===== config.mk =====
export PLATFORM = sky130hd
export DESIGN_NAME = uart_transceiver
export DESIGN_NICKNAME = d
export VERILOG_FILES = /design/src/rtl/uart_pkg.sv /design/src/rtl/uart_rx_path.sv /design/src/rtl/uart_transceiver.sv
export SDC_FILE = /design/constraint.sdc
export NUM_CORES = 1
export LEC_CHECK = 0
export ABC_AREA = 1
export CAP_MARGIN = 0
export CORE_MARGIN = 4
export CORE_UTILIZATION = 53
export CTS_BUF_LIST = sky130_fd_sc_hd__clkbuf_4 sky130_fd_sc_hd__clkbuf_8 sky130_fd_sc_hd__clkbuf_16
export DETAILED_ROUTE_END_ITERATION = 10
export PLACE_DENSITY = 0.74
export SYNTH_ARGS = -nofsm -noshare
export SYNTH_HDL_FRONTEND = slang
export SYNTH_SLANG_ARGS = --single-unit

===== constraint.sdc =====
create_clock -name clk -period 3.9 [get_ports clk]
set_input_delay 0.78 -clock clk [delete_from_list [all_inputs] [get_ports clk]]
set_output_delay 0.78 -clock clk [all_outputs]
set_load 0.05 [all_outputs]

===== src/rtl/uart_pkg.sv =====
// Shared UART constants, state encoding and baud divisor helper.
package uart_pkg;

  localparam int unsigned DATA_BITS = 8;

  function automatic int unsigned calc_clks_per_bit(input int unsigned clk_freq_hz,
                                                    input int unsigned baud);
    return clk_freq_hz / baud;
  endfunction

  // 100 MHz / 115200 baud, truncated.
  localparam int unsigned CLKS_PER_BIT_DEFAULT = calc_clks_per_bit(100_000_000, 115_200);

  typedef enum logic [1:0] {
    StIdle,
    StStart,
    StData,
    StStop
  } uart_state_e;

endpackage


===== src/rtl/uart_rx_path.sv =====
// Receive half of the 8N1 UART: input synchroniser, RX FSM, byte/valid/error outputs.
module uart_rx_path
  import uart_pkg::*;
#(
  parameter int unsigned CLKS_PER_BIT = CLKS_PER_BIT_DEFAULT
) (
  input  logic                 clk,
  input  logic                 rst,
  input  logic                 rx,
  output logic                 received,
  output logic [DATA_BITS-1:0] rx_byte,
  output logic                 is_receiving,
  output logic                 recv_error
);

  localparam int unsigned CntW = (CLKS_PER_BIT > 2) ? $clog2(CLKS_PER_BIT) : 1;
  localparam logic [CntW-1:0] CntLast  = CntW'(CLKS_PER_BIT - 1);
  localparam logic [CntW-1:0] HalfLast = CntW'(CLKS_PER_BIT / 2 - 1);
  localparam logic [2:0]      BitLast  = 3'(DATA_BITS - 1);

  logic                 rx_meta_q, rx_sync_q;
  uart_state_e          state_q, state_d;
  logic [CntW-1:0]      cnt_q, cnt_d;
  logic [2:0]           bit_q, bit_d;
  logic [DATA_BITS-1:0] shift_q, shift_d;
  logic [DATA_BITS-1:0] byte_q, byte_d;
  logic                 received_q, received_d;
  logic                 error_q, error_d;
  // Cleared by a framing error; a start bit is only honoured once the line has idled high.
  logic                 armed_q, armed_d;

  // Two-flop synchroniser; resets to the idle-high line level.
  always_ff @(posedge clk) begin
    if (!rst) begin
      rx_meta_q <= 1'b1;
      rx_sync_q <= 1'b1;
    end else begin
      rx_meta_q <= rx;
      rx_sync_q <= rx_meta_q;
    end
  end

  // RX state register and output flops.
  always_ff @(posedge clk) begin
    if (!rst) begin
      state_q    <= StIdle;
      cnt_q      <= '0;
      bit_q      <= '0;
      shift_q    <= '0;
      byte_q     <= '0;
      received_q <= 1'b0;
      error_q    <= 1'b0;
      armed_q    <= 1'b1;
    end else begin
      state_q    <= state_d;
      cnt_q      <= cnt_d;
      bit_q      <= bit_d;
      shift_q    <= shift_d;
      byte_q     <= byte_d;
      received_q <= received_d;
      error_q    <= error_d;
      armed_q    <= armed_d;
    end
  end

  // RX next-state: centre-sample start, data and stop bits.
  always_comb begin
    state_d    = state_q;
    cnt_d      = cnt_q;
    bit_d      = bit_q;
    shift_d    = shift_q;
    byte_d     = byte_q;
    received_d = 1'b0;
    error_d    = 1'b0;
    armed_d    = armed_q;
    unique case (state_q)
      StIdle: begin
        cnt_d = '0;
        bit_d = '0;
        if (rx_sync_q) begin
          armed_d = 1'b1;
        end else if (armed_q) begin
          state_d = StStart;
        end
      end
      StStart: begin
        if (cnt_q == HalfLast) begin
          cnt_d   = '0;
          // Line back high at mid start bit is a glitch, not a frame.
          state_d = rx_sync_q ? StIdle : StData;
        end else begin
          cnt_d = cnt_q + 1'b1;
        end
      end
      StData: begin
        if (cnt_q == CntLast) begin
          cnt_d   = '0;
          shift_d = {rx_sync_q, shift_q[DATA_BITS-1:1]};
          if (bit_q == BitLast) begin
            bit_d   = '0;
            state_d = StStop;
          end else begin
            bit_d = bit_q + 1'b1;
          end
        end else begin
          cnt_d = cnt_q + 1'b1;
        end
      end
      StStop: begin
        if (cnt_q == CntLast) begin
          cnt_d   = '0;
          state_d = StIdle;
          if (rx_sync_q) begin
            byte_d     = shift_q;
            received_d = 1'b1;
          end else begin
            error_d = 1'b1;
            armed_d = 1'b0;
          end
        end else begin
          cnt_d = cnt_q + 1'b1;
        end
      end
      default: state_d = StIdle;
    endcase
  end

  assign received     = received_q;
  assign recv_error   = error_q;
  assign rx_byte      = byte_q;
  assign is_receiving = (state_q != StIdle);

endmodule


===== src/rtl/uart_transceiver.sv =====
// Full-duplex 8N1 UART: inline TX serialiser plus the uart_rx_path receiver.
module uart_transceiver
  import uart_pkg::*;
#(
  parameter int unsigned CLK_FREQ_HZ  = 100_000_000,
  parameter int unsigned BAUD         = 115_200,
  parameter int unsigned CLKS_PER_BIT = calc_clks_per_bit(CLK_FREQ_HZ, BAUD)
) (
  input  logic                 clk,
  input  logic                 rst,
  input  logic                 rx,
  input  logic                 transmit,
  input  logic [DATA_BITS-1:0] tx_byte,
  output logic                 tx,
  output logic                 received,
  output logic [DATA_BITS-1:0] rx_byte,
  output logic                 is_receiving,
  output logic                 is_transmitting,
  output logic                 recv_error
);

  localparam int unsigned CntW = (CLKS_PER_BIT > 2) ? $clog2(CLKS_PER_BIT) : 1;
  localparam logic [CntW-1:0] CntLast = CntW'(CLKS_PER_BIT - 1);
  localparam logic [2:0]      BitLast = 3'(DATA_BITS - 1);

  uart_state_e          tx_state_q, tx_state_d;
  logic [CntW-1:0]      tx_cnt_q, tx_cnt_d;
  logic [2:0]           tx_bit_q, tx_bit_d;
  logic [DATA_BITS-1:0] tx_data_q, tx_data_d;
  logic                 tx_q, tx_d;

  // TX state register; the line output is registered so the pin never glitches.
  always_ff @(posedge clk) begin
    if (!rst) begin
      tx_state_q <= StIdle;
      tx_cnt_q   <= '0;
      tx_bit_q   <= '0;
      tx_data_q  <= '0;
      tx_q       <= 1'b1;
    end else begin
      tx_state_q <= tx_state_d;
      tx_cnt_q   <= tx_cnt_d;
      tx_bit_q   <= tx_bit_d;
      tx_data_q  <= tx_data_d;
      tx_q       <= tx_d;
    end
  end

  // TX next-state and next line level.
  always_comb begin
    tx_state_d = tx_state_q;
    tx_cnt_d   = tx_cnt_q;
    tx_bit_d   = tx_bit_q;
    tx_data_d  = tx_data_q;
    tx_d       = 1'b1;
    unique case (tx_state_q)
      StIdle: begin
        if (transmit) begin
          tx_state_d = StStart;
          tx_data_d  = tx_byte;
          tx_cnt_d   = '0;
        end
      end
      StStart: begin
        if (tx_cnt_q == CntLast) begin
          tx_cnt_d   = '0;
          tx_bit_d   = '0;
          tx_state_d = StData;
        end else begin
          tx_cnt_d = tx_cnt_q + 1'b1;
        end
      end
      StData: begin
        if (tx_cnt_q == CntLast) begin
          tx_cnt_d = '0;
          if (tx_bit_q == BitLast) begin
            tx_bit_d   = '0;
            tx_state_d = StStop;
          end else begin
            tx_bit_d = tx_bit_q + 1'b1;
          end
        end else begin
          tx_cnt_d = tx_cnt_q + 1'b1;
        end
      end
      StStop: begin
        if (tx_cnt_q == CntLast) begin
          tx_cnt_d = '0;
          // A strobe in the final stop cycle chains the next frame with no idle gap.
          if (transmit) begin
            tx_state_d = StStart;
            tx_data_d  = tx_byte;
          end else begin
            tx_state_d = StIdle;
          end
        end else begin
          tx_cnt_d = tx_cnt_q + 1'b1;
        end
      end
      default: tx_state_d = StIdle;
    endcase

    unique case (tx_state_d)
      StStart: tx_d = 1'b0;
      StData:  tx_d = tx_data_d[tx_bit_d];
      default: tx_d = 1'b1;
    endcase
  end

  assign tx              = tx_q;
  assign is_transmitting = (tx_state_q != StIdle);

  uart_rx_path #(
    .CLKS_PER_BIT(CLKS_PER_BIT)
  ) u_rx_path (
    .clk          (clk),
    .rst          (rst),
    .rx           (rx),
    .received     (received),
    .rx_byte      (rx_byte),
    .is_receiving (is_receiving),
    .recv_error   (recv_error)
  );

endmodule


After elaboration in Yosys (flattened, before gate mapping). Cells that the tools add are included.

Register bits after elaboration: 60. Output and inout bits: 13. Logic and storage cells: 96.

Add/sub/neg operators: 4. Order comparisons: 1. Equal/unequal tests: 22. Multiplexer cells: 40. Reduce and logical (&&, ||, !) cells: 14.

Operator list (number): $mux 10 (4); $pmux 10 s3 (1); $mux 2 (12); $add 10x1->10 const B (2); $eq 10x10->1 const B (2); $pmux 10 s2 (1); $mux 8 (2); $pmux 2 s4 (2); $pmux 8 s2 (1); $mux 3 (5); $ne 2x1->1 const B (6); $pmux 3 s2 (2); $eq 10x9->1 const B (1); $eq 2x2->1 const B (5); $reduce_bool 2->1 (4); $mux 1 (7); $add 3x1->3 const B (2); $eq 2x1->1 const B (3); $eq 3x3->1 const B (2); $ne 2x2->1 const B (3); $reduce_and 3->1 (2); $reduce_and 6->1 (1); $logic_not 2->1 (2); $lt 3x4->1 const B (1); other kinds (6) (8).

Longest topological paths before layout. Gate-level depths: netlist of run 1.

Word-level depth: 7. Mapped depth: 16. Depth with buffers taken out: 16.

Modules after synthesis. A second synthesis of run 1 with hierarchy kept.

Cell total of the unflattened synthesis: 414. Area, all modules: 3096.7 µm².

Modules (own cells, without submodules): uart_rx_path (times used 1, cells each 195, area an instance 1592.8 µm²); uart_transceiver (times used 1, cells each 219, area an instance 1503.9 µm²).

Worst setup path after synthesis of run 1. Ideal clock, no wire load.

Path kind: input to register. Start: input transmit. End: register tx_q, in the netlist tx. Library setup time: 0.109 ns. Arrival time: 1.768 ns. Required time: 3.791 ns. Setup slack: 2.023 ns. Cell stages on the path: 15. Cells stage by stage: inv_1 nand2_2 nand2_1 a21oi_1 nand2_2 nand2_1 nand2_1 inv_1 nand2_1 nand3_1 nand2_1 nand2_1 nand3_1 nand2_1 inv_1.

Word-level cells in the longest chain between the ends: 6.

RTL lines: from (decl) (line uart_transceiver.sv:12) `input logic transmit,`; $mux 8 (line uart_transceiver.sv:58, uart_transceiver.sv:90); $mux 8 (line uart_transceiver.sv:87) `if (tx_cnt_q == CntLast) begin`; $pmux 8 s2 (line uart_transceiver.sv:56) `unique case (tx_state_q)`; $bmux 1 s3 (line uart_transceiver.sv:105) `StData: tx_d = tx_data_d[tx_bit_d];`; $mux 1 (implied by the code) (line uart_transceiver.sv:105); $pmux 1 s2 * (line uart_transceiver.sv:103) `unique case (tx_state_d)`; to (signal assigned) (line uart_transceiver.sv:45) `tx_q <= tx_d;`; to (decl) (line uart_transceiver.sv:30) `logic tx_q, tx_d;`.

Every way passes the cells marked *; elsewhere a longest branch is shown, timed or not. The select of a mux whose other input is x is not followed. A chain may end at the register's enable or synchronous reset.

Worst setup path in the final report of run 1.
Start: register tx_state_q[0]. End: output is_transmitting.

Word-level cells in the longest chain between the ends: 1.

RTL lines: from (decl) (line uart_transceiver.sv:26) `uart_state_e tx_state_q, tx_state_d;`; from (signal assigned) (line uart_transceiver.sv:35) `tx_state_q <= StIdle;`; from (signal assigned) (line uart_transceiver.sv:41) `tx_state_q <= tx_state_d;`; $reduce_bool 2->1 (line uart_transceiver.sv:111) `assign is_transmitting = (tx_state_q != StIdle);`; to (decl) (line uart_transceiver.sv:18) `output logic is_transmitting,`.

Every way passes these cells.

==> results of run 1 <==
==> routing by layer <==
| metal | global-route usage [%] | vias up |
|---|---|---|
| li1 | - | 1322 |
| met1 | 22.4 | 1079 |
| met2 | 28.8 | 33 |
| met3 | 3.99 | 11 |
| met4 | 9.80 | 0 |
| met5 | 0 | - |
==> worst reg2reg max path, delay by kind of cell (launching register included) <==
family                   cells  cell delay, ps
flip-flops                   1             380
adder cells (fa/ha/maj)      1             230
AO/OA/AOI/OAI                1             260
AND/OR/NAND/NOR              5            1160
==> through the flow <==
step                      area (um^2)  instances  total power [mW]  worst slack [ps]
after floorplan                  2850        398             0.748              2020
after global placement           3150        486             0.788              1280
after detailed placement         3150        486             0.789              1260
after CTS                        3350        502              1.34              1180
after global routing             3350        502              1.39              1100
final                            3350        502              1.33              1190
==> cell type report <==
cell class | count | share of cell area (%)
Inverter | 59 | 6.61
Multi-Input combinational cell | 273 | 41.8
Sequential cell | 60 | 35.9
Clock buffer | 9 | 3.70
Timing Repair Buffer | 24 | 7.17
Tap cell | 70 | 2.62
Clock inverter | 7 | 2.24
==> registers in the layout, summed over array words and instances, names as in the netlist, 2 cells and up, named ones only <==
| register | count |
|---|---|
| u_rx_path.shift_q | 8 |
| tx_data_q | 8 |
| tx_bit_q | 3 |
| u_rx_path.rx_byte | 8 |
| tx_cnt_q | 10 |
| u_rx_path.bit_q | 3 |
| u_rx_path.cnt_q | 10 |
| tx_state_q | 2 |
==> worst min-delay path by stage <==
| stage | from | to | slack [ps] | cells after the start |
|---|---|---|---|---|
| 2_1_floorplan | u_rx_path.rx_meta_q | u_rx_path.rx_sync_q | 390 | 1 |
| 3_3_place_gp | u_rx_path.rx_meta_q | u_rx_path.rx_sync_q | 390 | 1 |
| 3_5_place_dp | u_rx_path.rx_meta_q | u_rx_path.rx_sync_q | 400 | 1 |
| 4_1_cts | u_rx_path.rx_meta_q | u_rx_path.rx_sync_q | 420 | 1 |
| 5_1_grt | u_rx_path.rx_meta_q | u_rx_path.rx_sync_q | 430 | 1 |
| 6_report | u_rx_path.rx_meta_q | u_rx_path.rx_sync_q | 420 | 1 |
==> cells by family after synthesis <==
kind of cell             share of synthesized area, %
AO/OA/AOI/OAI                                    10.4
XOR/XNOR                                         2.15
adder cells (fa/ha/maj)                          5.26
buffers and inverters                            8.90
flip-flops                                       42.1
AND/OR/NAND/NOR                                  31.2
==> power by group through the flow <==
stage	Sequential (mW)	Clock, mW	Combinational, mW
2_1_floorplan	0.650	0	0.0981
3_3_place_gp	0.647	0	0.141
3_5_place_dp	0.647	0	0.143
4_1_cts	0.633	0.567	0.143
5_1_grt	0.634	0.591	0.161
6_report	0.633	0.556	0.143
==> layout by cell type (no fill, tap or decap), drive strengths merged, types with 3 or more instances in the layout <==
cell type / n
nand2: 90
nor2: 72
inv: 61
dfxtp: 60
clkdlybuf4s50: 24
a21oi: 22
nand3: 16
o21ai: 14
ha: 12
nor3: 10
clkbuf: 9
a211oi: 9
nand4: 6
xor2: 6
or2: 5
clkinvlp: 3
nor4: 3
==> flow_summary_export.csv, run 1 <==
group,metric,value,unit
yosys,syn_area,2850,um^2
setup_path,crit_family,"buffers and inverters",
finish,syn2layout_area_growth,17.3,%
timing,skew,13.0,ps
route,dr.pass1.iters,4,
timing,fmax,369,MHz
yosys,ys_seq_area_share,42.1,%
finish,fin_util,64.7,%
place,port_buffers,24,
setup_path,crit_start,"tx_state_q[0]",
finish,multiInputGateArea,1400,um^2
clock_network,cts-resized-gates,0,
setup_path,crit_cells,4,
pwr,internal-power,0.971,mW
finish,nFillCells,460,
finish,drive_gt1_share,7.87,%
route,vias,2445,
pwr,p_sw_share,27.1,%
run,max-cap-violations,0,
timing,setup_tns,0,ps
clock_network,hold_buffers,0,
yosys,synth-seq-cells,60,
clock_network,cts_num_sinks,60,
route,via_per_inst,4.87,
timing,whs,415,ps
place,finalWeightedCongestion,0.816,
setup_path,crit_end,"is_transmitting",
setup_path,cp_slowest_cell,"clkdlybuf4s50_1",
floorplanning,std_cell_rows,26,
pwr,power_density,398,nW/um^2
floorplanning,design.core.area,5170,um^2
floorplanning,fp.dieArea,6620,um^2
route,ant_nets,0,
worst_hold_path,hold_path_class,"flop to flop",
route,detail_route.wl_per_cell,10.6,um
yosys,synth_top_area_share,42.1,%
pwr,combPwrFrac,10.7,%
clock_network,clk_latency,340,ps
setup_path,cp-end-kind,"output port",
clock_network,cts_buffers,9,
timing,rsz0062_at_grt,"no",
yosys,yosys_warnings,0,
pwr,ir_worst_vdd,0.000317,V
pwr,power_switching,0.360,mW
yosys,synth_ff_type,"dfxtp_1",
yosys,synth_area_leader_cell,"dfxtp_1",
pwr,clkPwrFrac,41.8,%
clock_network,postCtsSetupBuffers,0,
floorplanning,die-width,81.4,um
route,drtIter0Drc,96,
clock_network,clk_path_buf_depth,2,
timing,finalCriticalPeriod,2710,ps
global_route,track_usage,18.0,%
yosys,ys_types,34,
timing,finalSetupViolCount,0,
place,hpwlAfterDp,3710,um
setup_path,critPathMostFrequentCell,"inv_1",
setup_path,criticalPathCategory,"flop to output port",
setup_path,cp.required,3120,ps
global_route,grt_pass1_wl,9290,um
global_route,grt_pass1_vias,2218,
clock_network,root_buffer,"clkbuf_8",
yosys,synth_cells,398,
setup_path,rrSetupSlack,1780,ps
setup_path,r2r-start,"u_rx_path.cnt_q[0]",
setup_path,crit_buf_inv,3,
setup_path,crit_fanout,4,
timing,hold_viol_final,0,
yosys,yosys-top-cells-area,"dfxtp_1 (42%), nand2_1 (11%), nor2_1 (9.2%), inv_1 (7.6%), ha_1 (5.3%)",
yosys,ys_top_cells_by_count,"nand2_1 (86), nor2_1 (70), dfxtp_1 (60)",
finish,nNetsFinal,451,
route,drt-met1-wl,2570,um
setup_path,path_cells,"inv_1, ha_1, inv_1, clkdlybuf4s50_1",
route,drc_errors,0,
finish,antenna_cells,0,
global_route,grt_max_degree,32,
yosys,synth_most_common_cell,"nand2_1",
route,met2WireLength,2440,um
yosys,postSynthAreaPerCell,7.17,um^2
setup_path,critPathMaxStageDelay,790,ps
timing,max_slew_margin,37.3,%
timing,final_max_slew_viol_count,0,
finish,regArea,1200,um^2
yosys,syn-num-nets,422,
route,wl_met3,170,um
setup_path,startpoint_type,"flop",
pwr,leakage,1.38,nW
setup_path,crit_arrival,1930,ps
status,outcome,"completed",
setup_path,reg2reg_depth,7,
yosys,async_flop_share,0,%
floorplanning,start_util,55.2,%
clock_network,htree_levels,3,
route,top_layer,"met4",
floorplanning,pin_count,25,
pwr,seqPwrFrac,47.5,%
timing,worst_pin_slew,939,ps
global_route,gr-total-overflow,0,
timing,post-route-period-util,69.6,%
route,totalWireLength,5300,um
setup_path,rr_endpoint,"u_rx_path.rx_byte[3]",
clock_network,path_clk_slew,70,ps
clock_network,cts_tree,"yes",
floorplanning,die_y,81.4,um
global_route,antenna_found_initial,0,
yosys,synth_edf_count,0,
Power figures use the tool's default switching activity.
==> run 2, diff against run 1 <==
==> constraint.sdc (replaced) <==
create_clock -name clk -period 2.8 [get_ports clk]
set_input_delay 0.56 -clock clk [delete_from_list [all_inputs] [get_ports clk]]
set_output_delay 0.56 -clock clk [all_outputs]
set_load 0.05 [all_outputs]
==> run 2 against run 1 <==
Against the previous run: routed wire length up 2.8%; sequential power is 39% higher; clock skew fell by 3.1 ps; critical path type unchanged; critical endpoint unchanged; largest power group unchanged.
==> flow_summary_export.csv, run 2 (synthesis gave the netlist of run 1 again) <==
group,metric,value,unit
route,dr.pass1.iters,4,
finish,layout_commonest_cell,"nand2_1",
clock_network,postCtsSetupBuffers,0,
timing,skew,9.88,ps
timing,max_slew_margin,57.1,%
clock_network,root_buffer,"clkbuf_8",
pwr,p_sw_share,26.1,%
setup_path,crit_start,"tx_state_q[0]",
finish,reg.largest.list,"tx_cnt_q x10, u_rx_path.cnt_q x10",
route,totalWireLength,5450,um
route,drc_errors,0,
pwr,power_density,577,nW/um^2
pwr,ir_worst_vdd,0.000384,V
setup_path,startpoint_type,"flop",
timing,hold_viol_final,0,
route,ant_nets,0,
pwr,power_switching,0.510,mW
finish,most-common-layout-cells,"nand2_1 (86), nor2_1 (70), dfxtp_1 (60)",
clock_network,cts_tree,"yes",
clock_network,htree_levels,3,
timing,worst_pin_slew,643,ps
status,outcome,"completed",
finish,regArea,1200,um^2
setup_path,r2r-start,"tx_cnt_q[0]",
setup_path,crit_arrival,1940,ps
timing,post-route-period-util,89.1,%
place,port_buffers,24,
worst_hold_path,hold_path_class,"flop to flop",
floorplanning,die_y,81.4,um
timing,rsz0062_at_grt,"no",
global_route,grt_pass1_wl,9490,um
finish,multiInputGateArea,1400,um^2
global_route,grt_max_degree,21,
global_route,track_usage,18.3,%
timing,fmax,401,MHz
floorplanning,std_cell_rows,26,
pwr,internal-power,1.45,mW
setup_path,rrSetupSlack,690,ps
setup_path,cp.required,2240,ps
floorplanning,pin_count,25,
floorplanning,fp.dieArea,6620,um^2
finish,nFillCells,455,
route,via_per_inst,4.90,
finish,drive_gt1_share,8.51,%
finish,antenna_cells,0,
clock_network,hold_buffers,0,
worst_hold_path,min_from,"u_rx_path.rx_meta_q",
timing,finalSetupViolCount,0,
route,drtIter0Drc,96,
global_route,antenna_found_initial,0,
pwr,clkPwrFrac,44.6,%
pwr,seqPwrFrac,45.1,%
finish,syn2layout_area_growth,18.9,%
run,max-cap-violations,0,
route,vias,2474,
setup_path,criticalPathCategory,"flop to output port",
route,detail_route.wl_per_cell,10.8,um
floorplanning,die-width,81.4,um
global_route,grt_pass1_vias,2222,
clock_network,clk_path_buf_depth,2,
clock_network,path_clk_slew,70,ps
global_route,gr-total-overflow,0,
floorplanning,start_util,55.2,%
floorplanning,design.core.area,5170,um^2
finish,nNetsFinal,454,
pwr,combPwrFrac,10.3,%
clock_network,clk_latency,340,ps
place,hpwlAfterDp,3840,um
clock_network,cts-resized-gates,0,
pwr,finalPower,1.96,mW
timing,setup_tns,0,ps
setup_path,crit_fanout,4,
place,finalWeightedCongestion,0.843,
timing,final_max_slew_viol_count,0,
setup_path,cp-end-kind,"output port",
clock_network,cts_num_sinks,60,
clock_network,cts_buffers,9,
pwr,leakage,1.41,nW
timing,finalCriticalPeriod,2500,ps
==> run 2: cell types whose count changed in the layout (fill, tap and decap cells not counted), sizes merged <==
cell,before,now
bufinv,1,2
clkinv,1,2
clkinvlp,3,1
buf,0,3
==> run 2: area by class of cell <==
| cell class | count | share of cell area, % |
|---|---|---|
| inverters | 59 | 6.52 |
| flip-flops and latches | 60 | 35.4 |
| clock inverters | 7 | 2.91 |
| well taps | 70 | 2.58 |
| repair buffers | 27 | 7.74 |
| clock buffers | 9 | 3.65 |
| multi-input cells | 273 | 41.2 |
==> run 2: power by group through the flow <==
stage | registers, mW | logic [mW] | clock network, mW
final | 0.882 | 0.202 | 0.873
after detailed placement | 0.901 | 0.200 | 0
after floorplan | 0.905 | 0.137 | 0
after global placement | 0.902 | 0.198 | 0
after CTS | 0.882 | 0.203 | 0.889
after global routing | 0.884 | 0.227 | 0.932
==> run 2: through the flow <==
| step | area, um^2 | utilization [%] | worst slack [ps] | cells | hold slack (ps) |
|---|---|---|---|---|---|
| final | 3390 | 65.6 | 304 | 505 | 417 |
| after global routing | 3390 | 65.6 | 210 | 505 | 439 |
| after CTS | 3390 | 65.6 | 280 | 505 | 422 |
| after detailed placement | 3170 | 61.3 | 412 | 489 | 404 |
| after global placement | 3170 | 61.3 | 449 | 489 | 395 |
| after floorplan | 2850 | - | 931 | 398 | 393 |
==> run 2: worst max-delay path, stage by stage (launching register included) <==
cell and delay [ps]:
dfxtp_1 380, inv_1 110, ha_1 230, inv_1 80, clkdlybuf4s50_1 800
==> run 2: routing by layer <==
layer | GRT usage (%) | routed length [um] | vias up
met1 | 22.5 | 2630 | 1102
met5 | 0 | 0 | -
li1 | - | - | 1331
met3 | 5.32 | 189 | 6
met4 | 6.59 | 47 | 0
met2 | 30.1 | 2590 | 35
==> run 2: path summary, 6_finish.rpt <==
| check | endpoint | depth (start not counted) |
|---|---|---|
| max | is_transmitting | 4 |
| min | u_rx_path.rx_sync_q | 1 |
| max reg2reg | tx | 16 |
| min reg2reg | u_rx_path.rx_sync_q | 1 |
==> run 3, diff against run 2 <==
--- a/config.mk
+++ b/config.mk
@@ -7,10 +7,12 @@
 export LEC_CHECK = 0
 export ABC_AREA = 1
 export CAP_MARGIN = 0
+export CORE_ASPECT_RATIO = 0.8
 export CORE_MARGIN = 4
 export CORE_UTILIZATION = 53
 export CTS_BUF_LIST = sky130_fd_sc_hd__clkbuf_4 sky130_fd_sc_hd__clkbuf_8 sky130_fd_sc_hd__clkbuf_16
 export DETAILED_ROUTE_END_ITERATION = 10
+export GPL_TIMING_DRIVEN = 0
 export PLACE_DENSITY = 0.74
 export SYNTH_ARGS = -nofsm -noshare
 export SYNTH_HDL_FRONTEND = slang
==> run 3 against run 2 <==
Against the previous run: sequential share of layout area about the same; register-to-register slack about the same; sequential cell count stayed put; power shrank 1.4%; non-clock buffer count grew 3; die area up 0.12%; combinational power about the same; worst setup slack got worse by 14 ps; routed wire length increased by 2.8%; clock skew is 1.9 ps lower; largest cell class unchanged.
==> flow_summary_export.csv, run 3 (synthesis gave the netlist of run 1 again) <==
group,metric,value,unit
status,outcome,"completed",
setup_path,crit_buf_inv,3,
setup_path,criticalPathCategory,"flop to output port",
route,vias,2465,
global_route,track_usage,18.5,%
worst_hold_path,min_from,"u_rx_path.rx_meta_q",
pwr,ir_worst_vdd,0.000313,V
global_route,gr-total-overflow,0,
run,max-cap-violations,0,
floorplanning,design.core.area,5120,um^2
setup_path,crit_fanout,4,
timing,skew,7.95,ps
worst_hold_path,hold_depth,1,
finish,syn2layout_area_growth,18.9,%
global_route,top_usage_layer,"met2",
floorplanning,pin_count,25,
timing,rsz0062_at_grt,"no",
floorplanning,start_util,55.7,%
place,hpwlAfterDp,4030,um
clock_network,postCtsSetupBuffers,0,
global_route,antenna_found_initial,0,
floorplanning,die_y,73.6,um
finish,drive_gt1_share,8.45,%
timing,setup_ws,290,ps
finish,reg.largest.list,"tx_cnt_q x10, u_rx_path.cnt_q x10",
timing,fmax,398,MHz
setup_path,rr_endpoint,"tx",
route,drc_errors,0,
route,via_per_inst,4.93,
worst_hold_path,hold_path_class,"flop to flop",
floorplanning,die-width,90.0,um
clock_network,clk_latency,340,ps
setup_path,path_cells,"inv_1, ha_1, inv_1, clkdlybuf4s50_1",
clock_network,path_clk_slew,70,ps
pwr,power_density,568,nW/um^2
timing,setup_tns,0,ps
setup_path,cp-end-kind,"output port",
clock_network,hold_buffers,0,
global_route,grt_use_met3,6.14,%
finish,antenna_cells,0,
global_route,grt_pass1_wl,9820,um
setup_path,cp_slowest_cell,"clkdlybuf4s50_1",
clock_network,clk_path_buf_depth,2,
finish,layout_commonest_cell,"nand2_1",
route,totalWireLength,5600,um
route,detail_route.wl_per_cell,11.2,um
setup_path,crit_family,"buffers and inverters",
setup_path,critPathMostFrequentCell,"inv_1",
finish,most-common-layout-cells,"nand2_1 (86), nor2_1 (70), dfxtp_1 (60)",
route,drtIter0Drc,105,
setup_path,critPathMaxStageDelay,800,ps
timing,max_slew_margin,66.5,%
route,dr.pass1.iters,4,
floorplanning,std_cell_rows,23,
setup_path,crit_start,"tx_state_q[0]",
finish,final_cells,500,
worst_hold_path,hold-path-endpoint,"u_rx_path.rx_sync_q",
setup_path,reg2reg_depth,14,
clock_network,cts-resized-gates,0,
place,port_buffers,24,
timing,finalSetupViolCount,0,
pwr,leakage,1.42,nW
setup_path,cp.required,2240,ps
place,dpl_worst_slack,283,ps
timing,final_max_slew_viol_count,0,
timing,finalCriticalPeriod,2510,ps
route,ant_nets,0,
setup_path,r2r-start,"tx_cnt_q[0]",
setup_path,startpoint_type,"flop",
timing,post-route-period-util,89.6,%
clock_network,htree_levels,3,
place,finalWeightedCongestion,0.867,
global_route,grt_pass1_vias,2296,
finish,nNetsFinal,457,
clock_network,cts_tree,"yes",
floorplanning,fp.dieArea,6630,um^2
clock_network,cts_buffers,9,
global_route,grtUsageMet2,31.0,%
clock_network,cts_num_sinks,60,
setup_path,crit_arrival,1950,ps
place,dp_cells,484,
timing,hold_viol_final,0,
global_route,grt_max_degree,11,
global_route,grt_use_met1,22.5,%
clock_network,root_buffer,"clkbuf_8",
setup_path,rrSetupSlack,680,ps
timing,worst_pin_slew,500,ps
==> run 3: metal layers <==
metal | wire, um | part of all wire [%]
met1 | 2840 | 51
met2 | 2450 | 44
met3 | 232 | 4.1
met4 | 80 | 1.4
met5 | 0 | 0
==> run 3: worst max-delay path by stage <==
stage | endpoint | slack [ps] | depth (start not counted)
after global routing | is_transmitting | 180 | 4
after global placement | tx | 340 | 16
after CTS | is_transmitting | 270 | 4
after detailed placement | tx | 280 | 16
after floorplan | tx | 930 | 14
final | is_transmitting | 290 | 4
==> run 3: area by class of cell <==
cell class | instances | area, um^2
Sequential cell | 60 | 1200
Multi-Input combinational cell | 273 | 1400
Clock inverter | 3 | 42.5
Timing Repair Buffer | 24 | 240
Inverter | 59 | 221
Clock buffer | 13 | 179
Buffer | 6 | 32.5
Tap cell | 62 | 77.6
Fill cell | 460 | 1730
==> run 3: per-stage QoR <==
step	total power, mW	hold slack, ps	utilization [%]	cell area, um^2
final	1.93	417	66.2	3390
after global placement	1.10	397	61.9	3170
after global routing	2.01	434	66.2	3390
after detailed placement	1.10	409	61.9	3170
after CTS	1.95	418	66.2	3390
after floorplan	1.04	393	-	2850
==> run 3: report_power, final <==
part / switching, mW / internal (mW) / leakage [nW] / total [mW]
Clock: 0.337 / 0.507 / 0.112 / 0.844
Combinational: 0.133 / 0.0689 / 0.819 / 0.202
Sequential: 0.0113 / 0.872 / 0.486 / 0.883
